===== src/rtl/hr_pkg.sv =====
// Shared definitions for the heart-rate measurement path.
// Contents:
//   hr_state_e  - controller FSM states
//   *_DEF       - default parameter values for hr_meas_ctrl
//   REFRACT_TICKS_DEF - default refractory length in clk cycles
//   cnt_w()     - width of a counter holding 0..n-1
//   sat_mul8()  - 8x8 multiply, 16-bit product, saturated to 8 bits
package hr_pkg;

  typedef enum logic [2:0] {
    IDLE,
    ARM,
    MEASURE,
    REPORT,
    LOST
  } hr_state_e;

  localparam int unsigned TICKS_PER_MS_DEF  = 50000;
  localparam int unsigned WINDOW_MS_DEF     = 15000;
  localparam int unsigned BPM_SCALE_DEF     = 4;
  localparam int unsigned REFRACT_MS_DEF    = 250;
  localparam int unsigned TIMEOUT_MS_DEF    = 3000;
  localparam int unsigned REFRACT_TICKS_DEF = REFRACT_MS_DEF * TICKS_PER_MS_DEF;

  function automatic int unsigned cnt_w(input int unsigned n);
    return (n < 2) ? 1 : $clog2(n);
  endfunction

  function automatic logic [7:0] sat_mul8(input logic [7:0] a, input logic [7:0] b);
    logic [15:0] p;
    p = 16'(a) * 16'(b);
    return (p > 16'd255) ? 8'hFF : p[7:0];
  endfunction

endpackage


===== src/rtl/hr_beat_sync.sv =====
// Pulse conditioner for a raw asynchronous sensor input.
// 2-FF synchroniser, rising-edge detect and refractory filter. An accepted
// edge appears on beat_acc_o three clk cycles after the raw rise.
// Ports:
//   clk, reset   - clock, asynchronous active-high reset
//   clear_i      - arms the filter so the next edge is accepted; edges are
//                  ignored while it is high
//   pulse_i      - raw asynchronous pulse, active-high
//   beat_acc_o   - one-cycle accepted-edge pulse
module hr_beat_sync
  import hr_pkg::*;
#(
  parameter int unsigned REFRACT_TICKS = REFRACT_TICKS_DEF
) (
  input  logic clk,
  input  logic reset,
  input  logic clear_i,
  input  logic pulse_i,
  output logic beat_acc_o
);

  localparam int unsigned RW = cnt_w(REFRACT_TICKS + 1);
  localparam logic [RW-1:0] R_MAX = RW'(REFRACT_TICKS);

  logic          s1_q, s2_q, s3_q;
  logic          acc_q, acc_d;
  logic [RW-1:0] rcnt_q, rcnt_d;
  logic          edge_w, ok_w;

  assign edge_w = s2_q & ~s3_q;
  // rcnt_q = cycles since last accepted edge, saturating at R_MAX
  assign ok_w   = (rcnt_q >= R_MAX);

  always_comb begin
    acc_d  = edge_w & ok_w & ~clear_i;
    rcnt_d = rcnt_q;
    if (clear_i) begin
      rcnt_d = R_MAX;
    end else if (acc_d) begin
      rcnt_d = RW'(1);
    end else if (rcnt_q < R_MAX) begin
      rcnt_d = rcnt_q + 1'b1;
    end
  end

  always_ff @(posedge clk or posedge reset) begin
    if (reset) begin
      s1_q   <= 1'b0;
      s2_q   <= 1'b0;
      s3_q   <= 1'b0;
      acc_q  <= 1'b0;
      rcnt_q <= '0;
    end else begin
      s1_q   <= pulse_i;
      s2_q   <= s1_q;
      s3_q   <= s2_q;
      acc_q  <= acc_d;
      rcnt_q <= rcnt_d;
    end
  end

  assign beat_acc_o = acc_q;

endmodule


===== src/rtl/hr_meas_ctrl.sv =====
// Heart-rate measurement controller: schedules fixed-length windows, counts
// accepted beats per window, reports BPM with a one-cycle strobe and flags
// sensor loss when beats stop.
// Ports:
//   clk, reset   - clock, asynchronous active-high reset
//   enable       - 1 runs measurements, 0 aborts to IDLE
//   beat_in      - raw asynchronous heartbeat pulse
//   bpm          - last reported rate, saturating at 255
//   bpm_valid    - one-cycle strobe, bpm updated in the same cycle
//   busy         - high in ARM, MEASURE and REPORT
//   sensor_lost  - sticky; set on timeout, cleared on ARM entry or report
// Build option: define HR_AVG_EN to report the rounded mean of the current
// and previous window results.
module hr_meas_ctrl
  import hr_pkg::*;
#(
  parameter int unsigned TICKS_PER_MS = TICKS_PER_MS_DEF,
  parameter int unsigned WINDOW_MS    = WINDOW_MS_DEF,
  parameter int unsigned BPM_SCALE    = BPM_SCALE_DEF,
  parameter int unsigned REFRACT_MS   = REFRACT_MS_DEF,
  parameter int unsigned TIMEOUT_MS   = TIMEOUT_MS_DEF
) (
  input  logic       clk,
  input  logic       reset,
  input  logic       enable,
  input  logic       beat_in,
  output logic [7:0] bpm,
  output logic       bpm_valid,
  output logic       busy,
  output logic       sensor_lost
);

  localparam int unsigned PRE_W = cnt_w(TICKS_PER_MS);
  localparam int unsigned WIN_W = cnt_w(WINDOW_MS);
  localparam int unsigned TO_W  = cnt_w(TIMEOUT_MS);
  localparam logic [PRE_W-1:0] PRE_LAST = PRE_W'(TICKS_PER_MS - 1);
  // The window-start cycle is prescaler count 0, so counting resumes at 1.
  localparam logic [PRE_W-1:0] PRE_START = (TICKS_PER_MS > 1) ? PRE_W'(1) : '0;
  localparam logic [WIN_W-1:0] WIN_LAST = WIN_W'(WINDOW_MS - 1);
  localparam logic [TO_W-1:0]  TO_LAST  = TO_W'(TIMEOUT_MS - 1);
  localparam logic [7:0]       SCALE8   = 8'(BPM_SCALE);

  hr_state_e        state_q, state_d;
  logic [PRE_W-1:0] pre_q, pre_d;
  logic [WIN_W-1:0] win_q, win_d;
  logic [TO_W-1:0]  to_q, to_d;
  logic [7:0]       cnt_q, cnt_d;
  logic [7:0]       bpm_q, bpm_d;
  logic             valid_q, valid_d;
  logic             lost_q, lost_d;
  logic             beat_acc, ms_tick;
  logic [7:0]       raw_bpm;
`ifdef HR_AVG_EN
  logic [7:0]       prev_q, prev_d;
  logic             first_q, first_d;
  logic [8:0]       avg_sum;
`endif

  hr_beat_sync #(
    .REFRACT_TICKS(REFRACT_MS * TICKS_PER_MS)
  ) u_sync (
    .clk       (clk),
    .reset     (reset),
    .clear_i   (state_q == IDLE),
    .pulse_i   (beat_in),
    .beat_acc_o(beat_acc)
  );

  assign ms_tick = (pre_q == PRE_LAST);
  assign raw_bpm = sat_mul8(cnt_q, SCALE8);
`ifdef HR_AVG_EN
  assign avg_sum = {1'b0, prev_q} + {1'b0, raw_bpm} + 9'd1;
`endif

  always_comb begin
    state_d = state_q;
    pre_d   = ms_tick ? '0 : pre_q + 1'b1;
    win_d   = win_q;
    to_d    = to_q;
    cnt_d   = cnt_q;
    bpm_d   = bpm_q;
    valid_d = 1'b0;
    lost_d  = lost_q;
`ifdef HR_AVG_EN
    prev_d  = prev_q;
    first_d = first_q;
`endif

    case (state_q)
      IDLE: begin
        pre_d = '0;
        win_d = '0;
        to_d  = '0;
        cnt_d = '0;
        if (enable) begin
          state_d = ARM;
          lost_d  = 1'b0;
        end
      end
      ARM, LOST: begin
        if (state_q == LOST) pre_d = '0;
        if (beat_acc) begin
          state_d = MEASURE;
          cnt_d   = 8'd1;
          pre_d   = PRE_START;
          win_d   = '0;
          to_d    = '0;
`ifdef HR_AVG_EN
          first_d = 1'b1;
`endif
        end else if (state_q == ARM && ms_tick) begin
          if (to_q == TO_LAST) begin
            state_d = LOST;
            lost_d  = 1'b1;
          end else begin
            to_d = to_q + 1'b1;
          end
        end
      end
      MEASURE: begin
        if (beat_acc) begin
          to_d = '0;
          if (cnt_q != 8'hFF) cnt_d = cnt_q + 8'd1;
        end
        if (ms_tick) begin
          win_d = win_q + 1'b1;
          if (!beat_acc) to_d = to_q + 1'b1;
          if (!beat_acc && to_q == TO_LAST) begin
            state_d = LOST;
            lost_d  = 1'b1;
          end else if (win_q == WIN_LAST) begin
            state_d = REPORT;
          end
        end
      end
      REPORT: begin
        valid_d = 1'b1;
        lost_d  = 1'b0;
`ifdef HR_AVG_EN
        bpm_d   = first_q ? raw_bpm : avg_sum[8:1];
        prev_d  = raw_bpm;
        first_d = 1'b0;
`else
        bpm_d   = raw_bpm;
`endif
        // Report cycle doubles as the start cycle of the next window.
        state_d = MEASURE;
        pre_d   = PRE_START;
        win_d   = '0;
        cnt_d   = beat_acc ? 8'd1 : 8'd0;
        if (beat_acc) to_d = '0;
      end
      default: state_d = IDLE;
    endcase

    if (!enable) begin
      state_d = IDLE;
      valid_d = 1'b0;
      bpm_d   = bpm_q;
      lost_d  = lost_q;
`ifdef HR_AVG_EN
      prev_d  = prev_q;
      first_d = first_q;
`endif
    end
  end

  always_ff @(posedge clk or posedge reset) begin
    if (reset) begin
      state_q <= IDLE;
      pre_q   <= '0;
      win_q   <= '0;
      to_q    <= '0;
      cnt_q   <= '0;
      bpm_q   <= '0;
      valid_q <= 1'b0;
      lost_q  <= 1'b0;
`ifdef HR_AVG_EN
      prev_q  <= '0;
      first_q <= 1'b0;
`endif
    end else begin
      state_q <= state_d;
      pre_q   <= pre_d;
      win_q   <= win_d;
      to_q    <= to_d;
      cnt_q   <= cnt_d;
      bpm_q   <= bpm_d;
      valid_q <= valid_d;
      lost_q  <= lost_d;
`ifdef HR_AVG_EN
      prev_q  <= prev_d;
      first_q <= first_d;
`endif
    end
  end

  assign bpm         = bpm_q;
  assign bpm_valid   = valid_q;
  assign busy        = (state_q == ARM) || (state_q == MEASURE) || (state_q == REPORT);
  assign sensor_lost = lost_q;

endmodule


===== config.mk =====
export PLATFORM = sky130hd
export DESIGN_NAME = hr_meas_ctrl
export DESIGN_NICKNAME = d
export VERILOG_FILES = /design/src/rtl/hr_pkg.sv /design/src/rtl/hr_beat_sync.sv /design/src/rtl/hr_meas_ctrl.sv
export SDC_FILE = /design/constraint.sdc
export NUM_CORES = 1
export LEC_CHECK = 0
export ABC_AREA = 0
export CORE_UTILIZATION = 55
export CTS_CLUSTER_SIZE = 20
export DETAILED_ROUTE_END_ITERATION = 12
export PLACE_DENSITY = 0.69
export RECOVER_POWER = 25
export SYNTH_ARGS = -nofsm -noshare
export SYNTH_HDL_FRONTEND = slang
export SYNTH_SLANG_ARGS = --single-unit

===== constraint.sdc =====
create_clock -name clk -period 7.61 [get_ports clk]
set_clock_uncertainty 0.1 [all_clocks]
set_input_delay 1.1415 -clock clk [delete_from_list [all_inputs] [get_ports clk]]
set_output_delay 1.1415 -clock clk [all_outputs]
set_load 0.01 [all_outputs]

# Word level (Yosys, flattened, before mapping)
# Index checks and enable logic that the tools add are counted.
totals:
  reg_bits: 91
  inputBits: 4
  out_inout_bits: 11
classes:
  order_cmp: 3
  reduce_logical: 17
  n_mux: 39
  bitwise: 5
  eq_ne: 22
  n_addsub: 5
op_table:
  columns: ["op", "count"]
  rows:
  - ["two-way mux 12 bit", 6]
  - ["two-way mux 24 bit", 3]
  - ["two-way mux 16 bit", 3]
  - ["one-hot mux 12 bit (4 select lines)", 1]
  - ["one-hot mux 16 bit (3 select lines)", 1]
  - ["one-hot mux 14 bit (3 select lines)", 1]
  - ["two-way mux 8 bit", 4]
  - ["one-hot mux 8 bit (4 select lines)", 1]
  - ["two-way mux 14 bit", 2]
  - ["adder 24 x 1 -> 24 bit (second input constant)", 1]
  - [">= comparator 24 bit (second input constant)", 1]
  - ["less-than comparator 24 bit (second input constant)", 1]
  - ["two-way mux 3 bit", 7]
  - ["adder 16 x 1 -> 16 bit (second input constant)", 1]
  - ["== test 16 bit (second input constant)", 1]
  - ["adder 14 x 1 -> 14 bit (second input constant)", 1]
  - ["== test 14 bit (second input constant)", 1]
  - ["adder 12 x 1 -> 12 bit (second input constant)", 1]
  - ["== test 12 bit (second input constant)", 1]
  - ["!= test 2 bit (second input constant)", 6]
  - ["one-hot mux 3 bit (4 select lines)", 1]
  - ["> comparator 10 x 8 -> 1 bit (second input constant)", 1]
  - ["adder 8 x 1 -> 8 bit (second input constant)", 1]
  - ["two-way mux 1 bit", 8]
  - ["23 further kinds", 36]

# Longest topological paths before layout
# Gate-level depths: netlist of the first run.
logic_depth:
  depth_word: 6
  depth_mapped: 9
  depth_no_buf: 7

# Hierarchy
# Synthesis of the first run repeated with hierarchy kept, for this count alone.
hier_totals:
  hier_cells: 584
  hier_area_um2: 5256.3
by_module_without_submodules:
  columns: ["mod", "cells_each", "n_inst", "area_per_inst_um2"]
  rows:
  - ["hr_meas_ctrl", 402, 1, 3604.7]
  - ["hr_beat_sync", 182, 1, 1651.6]

# Worst setup path before layout of the first run
# OpenSTA, ideal clock, no wires.
synth_path:
  path_kind: "reg2reg"
  from: "register to_q[3]"
  to: "register state_q[0]"
  t_arrival_ps: 2227
  stages_incl_launch_ff: 8
  setup_slack_ps: 5205
  n_path_buf: 1
  required_ps: 7432
  cell_sequence: "dfrtp_1 -> or4b_1 -> or4_1 -> buf_6 -> o32ai_4 -> o21ai_2 -> a2111o_1 -> a21boi_1"
synth_via:
  elab_chain_cells: 6
  word_cells_on_any_way: 9
  cone_classes: "3 x eq/ne; 4 x mux; 2 x reduce/logical"
synth_lines:
  columns: ["item", "line_no", "text"]
  rows:
  - ["from (decl)", "hr_meas_ctrl.sv:46", "logic [TO_W-1:0] to_q, to_d;"]
  - ["from (signal assigned)", "hr_meas_ctrl.sv:186", "to_q <= to_d;"]
  - ["== test 12 bit (*)", "hr_meas_ctrl.sv:112, hr_meas_ctrl.sv:128", null]
  - ["logical AND 1 bit", "hr_meas_ctrl.sv:128", "if (!beat_acc && to_q == TO_LAST) begin"]
  - ["two-way mux 3 bit", "hr_meas_ctrl.sv:128", null]
  - ["two-way mux 3 bit", "hr_meas_ctrl.sv:125", "if (ms_tick) begin"]
  - ["one-hot mux 3 bit (4 select lines)", "hr_meas_ctrl.sv:89", "case (state_q)"]
  - ["two-way mux 3 bit", "hr_meas_ctrl.sv:156", "if (!enable) begin"]
  - ["to (signal assigned)", "hr_meas_ctrl.sv:183", "state_q <= state_d;"]
  - ["to (decl)", "hr_meas_ctrl.sv:43", "hr_state_e state_q, state_d;"]
# Mark *: on every way between the ends. The rest lies on a longest branch, timed or not. The select of a mux whose other input is x is not followed.
# A chain may end at the register's enable or synchronous reset.

# Worst setup path after layout of the first run
layout_path:
  from: "register state_q[0]"
  to: "output port busy"
layout_via:
  elab_chain_cells: 3
  word_cells_on_any_way: 5
  cone_classes: "3 x eq/ne; 2 x reduce/logical"
layout_lines:
  columns: ["item", "line_no", "text"]
  rows:
  - ["== test 3 x 1 -> 1 bit or == test 3 x 2 -> 1 bit (tied branches)", "hr_meas_ctrl.sv:200", "assign busy = (state_q == ARM) || (state_q == MEASURE) || (state_q == REPORT);"]
  - ["logical OR 1 bit", "hr_meas_ctrl.sv:200", null]
  - ["logical OR 1 bit (*)", "hr_meas_ctrl.sv:200", null]
  - ["to (decl)", "hr_meas_ctrl.sv:29", "output logic busy,"]
# Mark *: on every way between the ends. The rest lies on a longest branch, timed or not.

==> results by group, run 1 <==
Timing
  – Slew Viols, Final: 0
  – Final cycle utilization of the critical path: 43.30%
  – Worst relative slew slack: 25.94%
  – Final hold violations: 0
  – Total setup violations reported at the end of the flow: 0
  – Setup TNS: 0 ns
  – RSZ-0062 raised after global routing: no
  – Worst hold margin: 0.2592 ns
  – Worst Tran Pin Value: 1.111 ns
  – Worst setup margin: 4.315 ns
  – Maximum clock frequency: 0.3035 GHz
  – Period minus WS final: 3.295 ns

Floorplanning
  – Number of core rows: 34
  – Top-level port count: 15
  – Height of the die: 97.20 um
  – Area of the die: 9448 um^2
  – Effective utilization at floorplan: 56.88%
  – Core area: 8763 um^2
  – Die Wd: 97.20 um

Route
  – Residual antenna-violating net count after detailed routing: 0
  – Mean routed wirelength per cell: 15.32 um
  – Post-DR vias/cell: 6.087
  – Final WL: 10,430 um
  – Number of vias after detailed routing: 4,145
  – First-pass DRT Iterations: 5
  – Violation count after the first detailed-routing iteration: 238
  – Number of DRC violations after detailed routing: 0

Logic synthesis
  – Number of enable-type register cells in the synthesized netlist: 0
  – Top-area cell type share of the netlist area: 45.18%
  – Number of warnings reported in the yosys synthesis log: 0
  – Prevailing post-synth register cell: sky130_fd_sc_hd__dfrtp_1
  – Largest cells by area after synthesis: sky130_fd_sc_hd__dfrtp_1 (45%), sky130_fd_sc_hd__nor2_1 (5.2%), sky130_fd_sc_hd__nand2_1 (4.3%), sky130_fd_sc_hd__o21ai_0 (3.9%), sky130_fd_sc_hd__xnor2_1 (3.2%)
  – Synth unique cells: 63
  – Share of async-settable or async-resettable flops after synthesis: 100.0%
  – Synthesized cell area: 4985 um^2
  – Total of flip-flops plus latches after synthesis: 90
  – Sequential share of the synthesized area: 45.18%
  – Synthesized instance count: 565
  – Post-synthesis area per instance: 8.823 um^2
  – Total nets after synthesis: 575
  – Cell taking the most area after synthesis: sky130_fd_sc_hd__dfrtp_1

CTS
  – # H-tree levels: 3
  – Resized cells post-CTS: 0
  – Post-CTS setup buffer count: 0
  – Buffer cell driving the clock tree root: sky130_fd_sc_hd__clkbuf_8
  – Clock-pin slew reported for the worst setup and hold paths after clock tree synthesis: 0.09 ns
  – Total CTS buffers: 9
  – Clk sink count: 90
  – Maximum clock path buffer count: 2
  – TritonCTS clock tree: done
  – Quantity of hold-fixing buffers added after cts: 0
  – Clk Latency, worst-skew pair: 0.36 ns

Layout
  – Total inserted antenna cells: 0
  – Layout-stage area growth over the synthesis result: 8.233%
  – Sequential cell area in the final layout: 2252 um^2
  – Multi-input gate area: 2564 um^2
  – Fill cell instance count of the final layout: 767
  – Layout cells sized above 1: 4.712%
  – Final Net Count: 578

Placement
  – Count of input and output buffers: 14
  – Worst slack, placed: 4.689 ns
  – GPL Wtd Cong: 0.8851
  – DPL Wire Length: 7120 um

Critical path
  – Worst Setup SP: state_q[0]
  – Startpoint of the most critical register-to-register path: state_q[1]
  – Arrival time worst endpoint: 2.05 ns
  – Path depth of the worst reg2reg path: 6
  – Critical-path maximum fanout: 24
  – Setup slack of the worst register-to-register path: 4.57 ns
  – Data required time of the worst path: 6.37 ns
  – Kind of end point of the critical path: primary output
  – Reg-to-reg endpoint: cnt_q[5]
  – Type of element launching the critical path: register
  – Startpoint-to-endpoint class of the critical path: reg -> out

Hold path
  – Path type of the worst min-delay path: reg -> reg
  – Hold-critical path depth: 0
  – Startpoint of the worst hold path: u_sync.s1_q
  – Endpoint, Worst Hold: u_sync.s2_q

Pwr
  – Leakage Power: 2.160 nW
  – Power per Cell Area: 222.2 nW/um^2
  – Max rail drop VDD: 0.0002133 V
  – Total Power: 1.199 mW

Global route
  – Via count of the first global-routing pass: 4,001
  – Largest net degree at the start of global routing: 91
  – Met1 Track Usage GR: 30.73%
  – Total Routing Usage GR: 23.54%
  – Routing usage on met2: 40.25%
  – Top Usage Layer GRT: met2
  – Initial antenna violation count: 0
  – Global-route wire length before repair: 18,400 um
  – Remaining global-route overflow: 0
  – Met3 Resource Use GR: 4.532%

Run status
  – Result of the run: completed

Run
  – Reported max-cap violation count: 0
## through the flow
stage          util, %  area, um^2  instances
2_1_floorplan        -        4985        565
4_1_cts          61.68        5405        681
3_3_place_gp     59.17        5185        665
3_5_place_dp     59.17        5185        665
6_report         61.56        5395        681
5_1_grt          61.56        5395        681
## cell usage in the layout (no fill, tap or decap), types with 5 or more instances in the layout
master	n
sky130_fd_sc_hd__nand4_1	15
sky130_fd_sc_hd__nand2b_1	5
sky130_fd_sc_hd__and3_1	15
sky130_fd_sc_hd__dfrtp_1	90
sky130_fd_sc_hd__a31oi_1	10
sky130_fd_sc_hd__and2_1	6
sky130_fd_sc_hd__nand3_1	30
sky130_fd_sc_hd__nand2_1	57
sky130_fd_sc_hd__a22o_1	10
sky130_fd_sc_hd__nor2_1	69
sky130_fd_sc_hd__xnor2_1	18
sky130_fd_sc_hd__xor2_1	12
sky130_fd_sc_hd__nor3_1	24
sky130_fd_sc_hd__a21oi_1	24
sky130_fd_sc_hd__inv_1	16
sky130_fd_sc_hd__clkbuf_8	10
sky130_fd_sc_hd__or3_1	12
sky130_fd_sc_hd__a211o_1	7
sky130_fd_sc_hd__ha_1	6
sky130_fd_sc_hd__o21ai_0	40
sky130_fd_sc_hd__clkdlybuf4s50_1	11
## cells in the mapped netlist (all sizes together), types with 5 or more instances
master and n:
inv 17, xnor2 18, ha 6, nor3 25
nand3 30, or3 12, nand2 57, and2 6
a31oi 10, nor2 69, dfrtp 90, xor2 12
a22o 10, a21oi 24, o21ai 41, and3 15
nand2b 5, a211o 7, clkbuf 22, nand4 15
## state kept, by name, summed over array words and instances, names as in the netlist
name,cells
cnt_q,8
state_q,3
u_sync.s3_q,1
pre_q,16
bpm,7
u_sync.rcnt_q,24
to_q,12
sensor_lost,1
u_sync.beat_acc_o,1
u_sync.s1_q,1
bpm_valid,1
u_sync.s2_q,1
win_q,14
## final cells by class
| type | count | area share, % |
|---|---|---|
| flip-flops and latches | 90 | 41.74 |
| repair buffers | 17 | 2.945 |
| well taps | 108 | 2.505 |
| multi-input cells | 433 | 47.52 |
| clock buffers | 12 | 2.690 |
| inverters | 17 | 1.206 |
| clock inverters | 4 | 1.391 |
## worst max-delay path: stages, from the launching register on
cell and delay [ns]:
sky130_fd_sc_hd__dfrtp_1 0.77, sky130_fd_sc_hd__nor2_1 0.24, sky130_fd_sc_hd__nor2_1 0.15, sky130_fd_sc_hd__clkdlybuf4s50_1 0.55
## layer usage
| layer | share of wire, % | vias up |
|---|---|---|
| li1 | - | 2046 |
| met1 | 46 | 1996 |
| met2 | 49 | 88 |
| met3 | 3.7 | 15 |
| met4 | 1.0 | 0 |
| met5 | 0 | - |
## power breakdown
| part | leakage, nW | internal, mW | switching, mW |
|---|---|---|---|
| Sequential | 1.19 | 0.501 | 0.0389 |
| Combinational | 0.866 | 0.101 | 0.200 |
| Clock | 0.103 | 0.194 | 0.163 |
## logic make-up after synthesis
family	count (synthesis)	synth area share, %
fa+ha+maj	6	1.506
flops	90	45.18
buf+inv	42	3.389
simple gates	261	26.00
compound gates	133	18.00
xor+xnor	30	5.271
mux	3	0.6526
## worst max path at each step
stage	to	slack, ns	depth (start not counted)
after floorplan	bpm[1]	4.03	1
after global placement	busy	4.75	3
after detailed placement	busy	4.69	3
after CTS	busy	4.30	3
after global routing	busy	4.21	3
final	busy	4.32	3
(Power assumes the default switching activity.)
==> run 2: changes to the inputs <==
--- a/config.mk
+++ b/config.mk
@@ -9,7 +9,7 @@
 export CORE_UTILIZATION = 55
 export CTS_CLUSTER_SIZE = 20
 export DETAILED_ROUTE_END_ITERATION = 12
-export PLACE_DENSITY = 0.69
+export PLACE_DENSITY = 0.72
 export RECOVER_POWER = 25
 export SYNTH_ARGS = -nofsm -noshare
 export SYNTH_HDL_FRONTEND = slang
==> constraint.sdc (replaced) <==
create_clock -name clk -period 2.83 [get_ports clk]
set_clock_uncertainty 0.1 [all_clocks]
set_input_delay 0.4245 -clock clk [delete_from_list [all_inputs] [get_ports clk]]
set_output_delay 0.4245 -clock clk [all_outputs]
set_load 0.01 [all_outputs]
==> run 2 against run 1 <==
Compared with the run above:
- die area is the same
- highest routed layer unchanged
- non-clock buffer count is 15 higher
- largest cell class unchanged
- via count up 3.2%
- final area is 2.0% higher
- worst setup slack got worse by 4.1 ns
- clock-buffer cell count fell by 1
- hold slack is essentially flat
- register-to-register slack got worse by 4.4 ns
- global-route usage rose by 0.93 points
==> results by group, run 2 (synthesis gave the netlist of run 1 again) <==
Global route
  – Total Routing Usage GR: 24.47% (+0.93 points)
  – Via count of the first global-routing pass: 4,113 (+2.8%)
  – Initial antenna violation count: 0 (unchanged)
  – Global-route wire length before repair: 19,060 um (+3.6%)
  – Remaining global-route overflow: 0 (unchanged)
  – Largest net degree at the start of global routing: 91 (unchanged)

Pwr
  – Total Power: 3.239 mW (+170%)
  – Power per Cell Area: 588.7 nW/um^2 (+160%)
  – Max rail drop VDD: 0.0003858 V (+81%)
  – Leakage Power: 2.234 nW (+3.4%)

Timing
  – RSZ-0062 raised after global routing: no
  – Period minus WS final: 2.654 ns
  – Final hold violations: 0 (unchanged)
  – Worst relative slew slack: 18.98% (-7.0 points)
  – Slew Viols, Final: 0 (unchanged)
  – Final cycle utilization of the critical path: 93.77%
  – Maximum clock frequency: 0.3768 GHz
  – Total setup violations reported at the end of the flow: 0 (unchanged)
  – Setup TNS: 0 ns (unchanged)
  – Worst Tran Pin Value: 1.215 ns (+0.1045 ns)

CTS
  – Post-CTS setup buffer count: 0 (unchanged)
  – Total CTS buffers: 9 (unchanged)
  – Clk Latency, worst-skew pair: 0.37 ns (about the same)
  – # H-tree levels: 3 (unchanged)
  – Buffer cell driving the clock tree root: sky130_fd_sc_hd__clkbuf_8
  – Clk sink count: 90 (unchanged)
  – Quantity of hold-fixing buffers added after cts: 0 (unchanged)
  – Maximum clock path buffer count: 2 (unchanged)
  – TritonCTS clock tree: done
  – Resized cells post-CTS: 0 (unchanged)
  – Clock-pin slew reported for the worst setup and hold paths after clock tree synthesis: 0.09 ns (about the same)

Layout
  – Final Net Count: 593 (+2.6%)
  – Total inserted antenna cells: 0 (unchanged)
  – Layout-stage area growth over the synthesis result: 10.37%
  – Commonest cells after routing, fill and taps aside: sky130_fd_sc_hd__dfrtp_1 (90), sky130_fd_sc_hd__nor2_1 (69), sky130_fd_sc_hd__nand2_1 (57), sky130_fd_sc_hd__o21ai_0 (39), sky130_fd_sc_hd__nand3_1 (30)
  – Largest register FFs: 24 (unchanged)
  – Layout cells sized above 1: 7.653% (+2.9 points)
  – Top reg by flops: u_sync.rcnt_q
  – Biggest registers after layout: u_sync.rcnt_q x24, pre_q x16, win_q x14
  – Most frequent standard cell in the layout excluding fill and tap cells: sky130_fd_sc_hd__dfrtp_1

Floorplanning
  – Core area: 8763 um^2 (unchanged)
  – Number of core rows: 34 (unchanged)
  – Effective utilization at floorplan: 56.88% (unchanged)
  – Top-level port count: 15 (unchanged)
  – Height of the die: 97.20 um (unchanged)
  – Die Wd: 97.20 um (unchanged)
  – Area of the die: 9448 um^2 (unchanged)

Route
  – Violation count after the first detailed-routing iteration: 390 (+64%)
  – Final WL: 10,870 um (+4.2%)
  – Post-DR vias/cell: 6.148 (+1.0%)
  – Residual antenna-violating net count after detailed routing: 0 (unchanged)
  – Number of vias after detailed routing: 4,279 (+3.2%)
  – Mean routed wirelength per cell: 15.61 um (+1.9%)
  – Number of DRC violations after detailed routing: 0 (unchanged)
  – First-pass DRT Iterations: 5 (unchanged)

Critical path
  – Data required time of the worst path: 3.00 ns (-3.37 ns)
  – Type of element launching the critical path: register
  – Startpoint-to-endpoint class of the critical path: reg -> reg
  – Critical-path maximum fanout: 10 (-58%)
  – Arrival time worst endpoint: 2.83 ns (+0.78 ns)
  – Kind of end point of the critical path: register

Placement
  – DPL Wire Length: 7457 um (+4.7%)
  – Count of input and output buffers: 14 (unchanged)
  – GPL Wtd Cong: 0.8621 (-2.6%)

Run
  – Reported max-cap violation count: 0 (unchanged)

Run status
  – Result of the run: completed

Hold path
  – Path type of the worst min-delay path: reg -> reg
run 2: cell types whose count changed in the layout (fill, tap and decap cells not counted), sizes merged:
| cell | previous run | this run |
|---|---|---|
| inv | 16 | 18 |
| clkbuf | 13 | 12 |
| clkdlybuf4s50 | 11 | 12 |
| bufinv | 2 | 1 |
| dlygate4sd3 | 3 | 2 |
| buf | 2 | 17 |
run 2: through the flow:
step	std cells	instance area (um^2)	setup slack, ns	util, %	hold slack, ns
final	696	5502	0.1763	62.78	0.2592
after global routing	696	5502	0.06681	62.78	0.2859
after CTS	696	5514	0.1691	62.92	0.2628
after detailed placement	680	5313	0.1988	60.62	0.2418
after global placement	680	5313	0.2612	60.62	0.2314
after floorplan	565	4989	0.4250	-	0.2312
run 2: worst paths after layout:
check | startpoint | end | slack, ns | cells after the start
setup / recovery | to_q[3] | state_q[0] | 0.18 | 6
hold / removal | u_sync.s1_q | u_sync.s2_q | 0.26 | 0
setup reg to reg | to_q[3] | state_q[0] | 0.18 | 6
hold reg to reg | u_sync.s1_q | u_sync.s2_q | 0.26 | 0
max in group asynchronous | reset | cnt_q[1] | 0.99 | 3
min in group asynchronous | reset | to_q[2] | 0.89 | 3
run 2: per-layer routing:
layer	GRT usage (%)	vias to the layer above	routed length [um]
met5	0	-	0
met4	9.644	0	218
met3	3.094	22	386
met2	41.22	113	5353
met1	32.16	2064	4909
li1	-	2080	-
run 2: power breakdown:
| part | switching [mW] | internal (mW) | total (mW) | leakage (nW) |
|---|---|---|---|---|
| sequential | 0.0814 | 1.35 | 1.43 | 1.19 |
| clock | 0.468 | 0.438 | 0.906 | 0.100 |
| combinational | 0.575 | 0.327 | 0.903 | 0.943 |
| total | 1.12 | 2.11 | 3.24 | 2.23 |
run 2: area by class of cell:
cell class | instances | area, um^2
inverter | 17 | 67.56
clock buffer | 11 | 141.4
tap | 108 | 135.1
fill | 762 | 3262
clock inverter | 5 | 60.06
sequential | 90 | 2252
multi-input combinational | 433 | 2570
timing repair buffer | 32 | 275.3
run 2: critical path, stage by stage, from the launching register on:
cell and delay (ns):
sky130_fd_sc_hd__dfrtp_1 0.46, sky130_fd_sc_hd__or4b_1 0.52, sky130_fd_sc_hd__or4_1 0.68, sky130_fd_sc_hd__o32ai_4 0.21
sky130_fd_sc_hd__o21ai_2 0.09, sky130_fd_sc_hd__a2111o_1 0.38, sky130_fd_sc_hd__a21boi_1 0.13
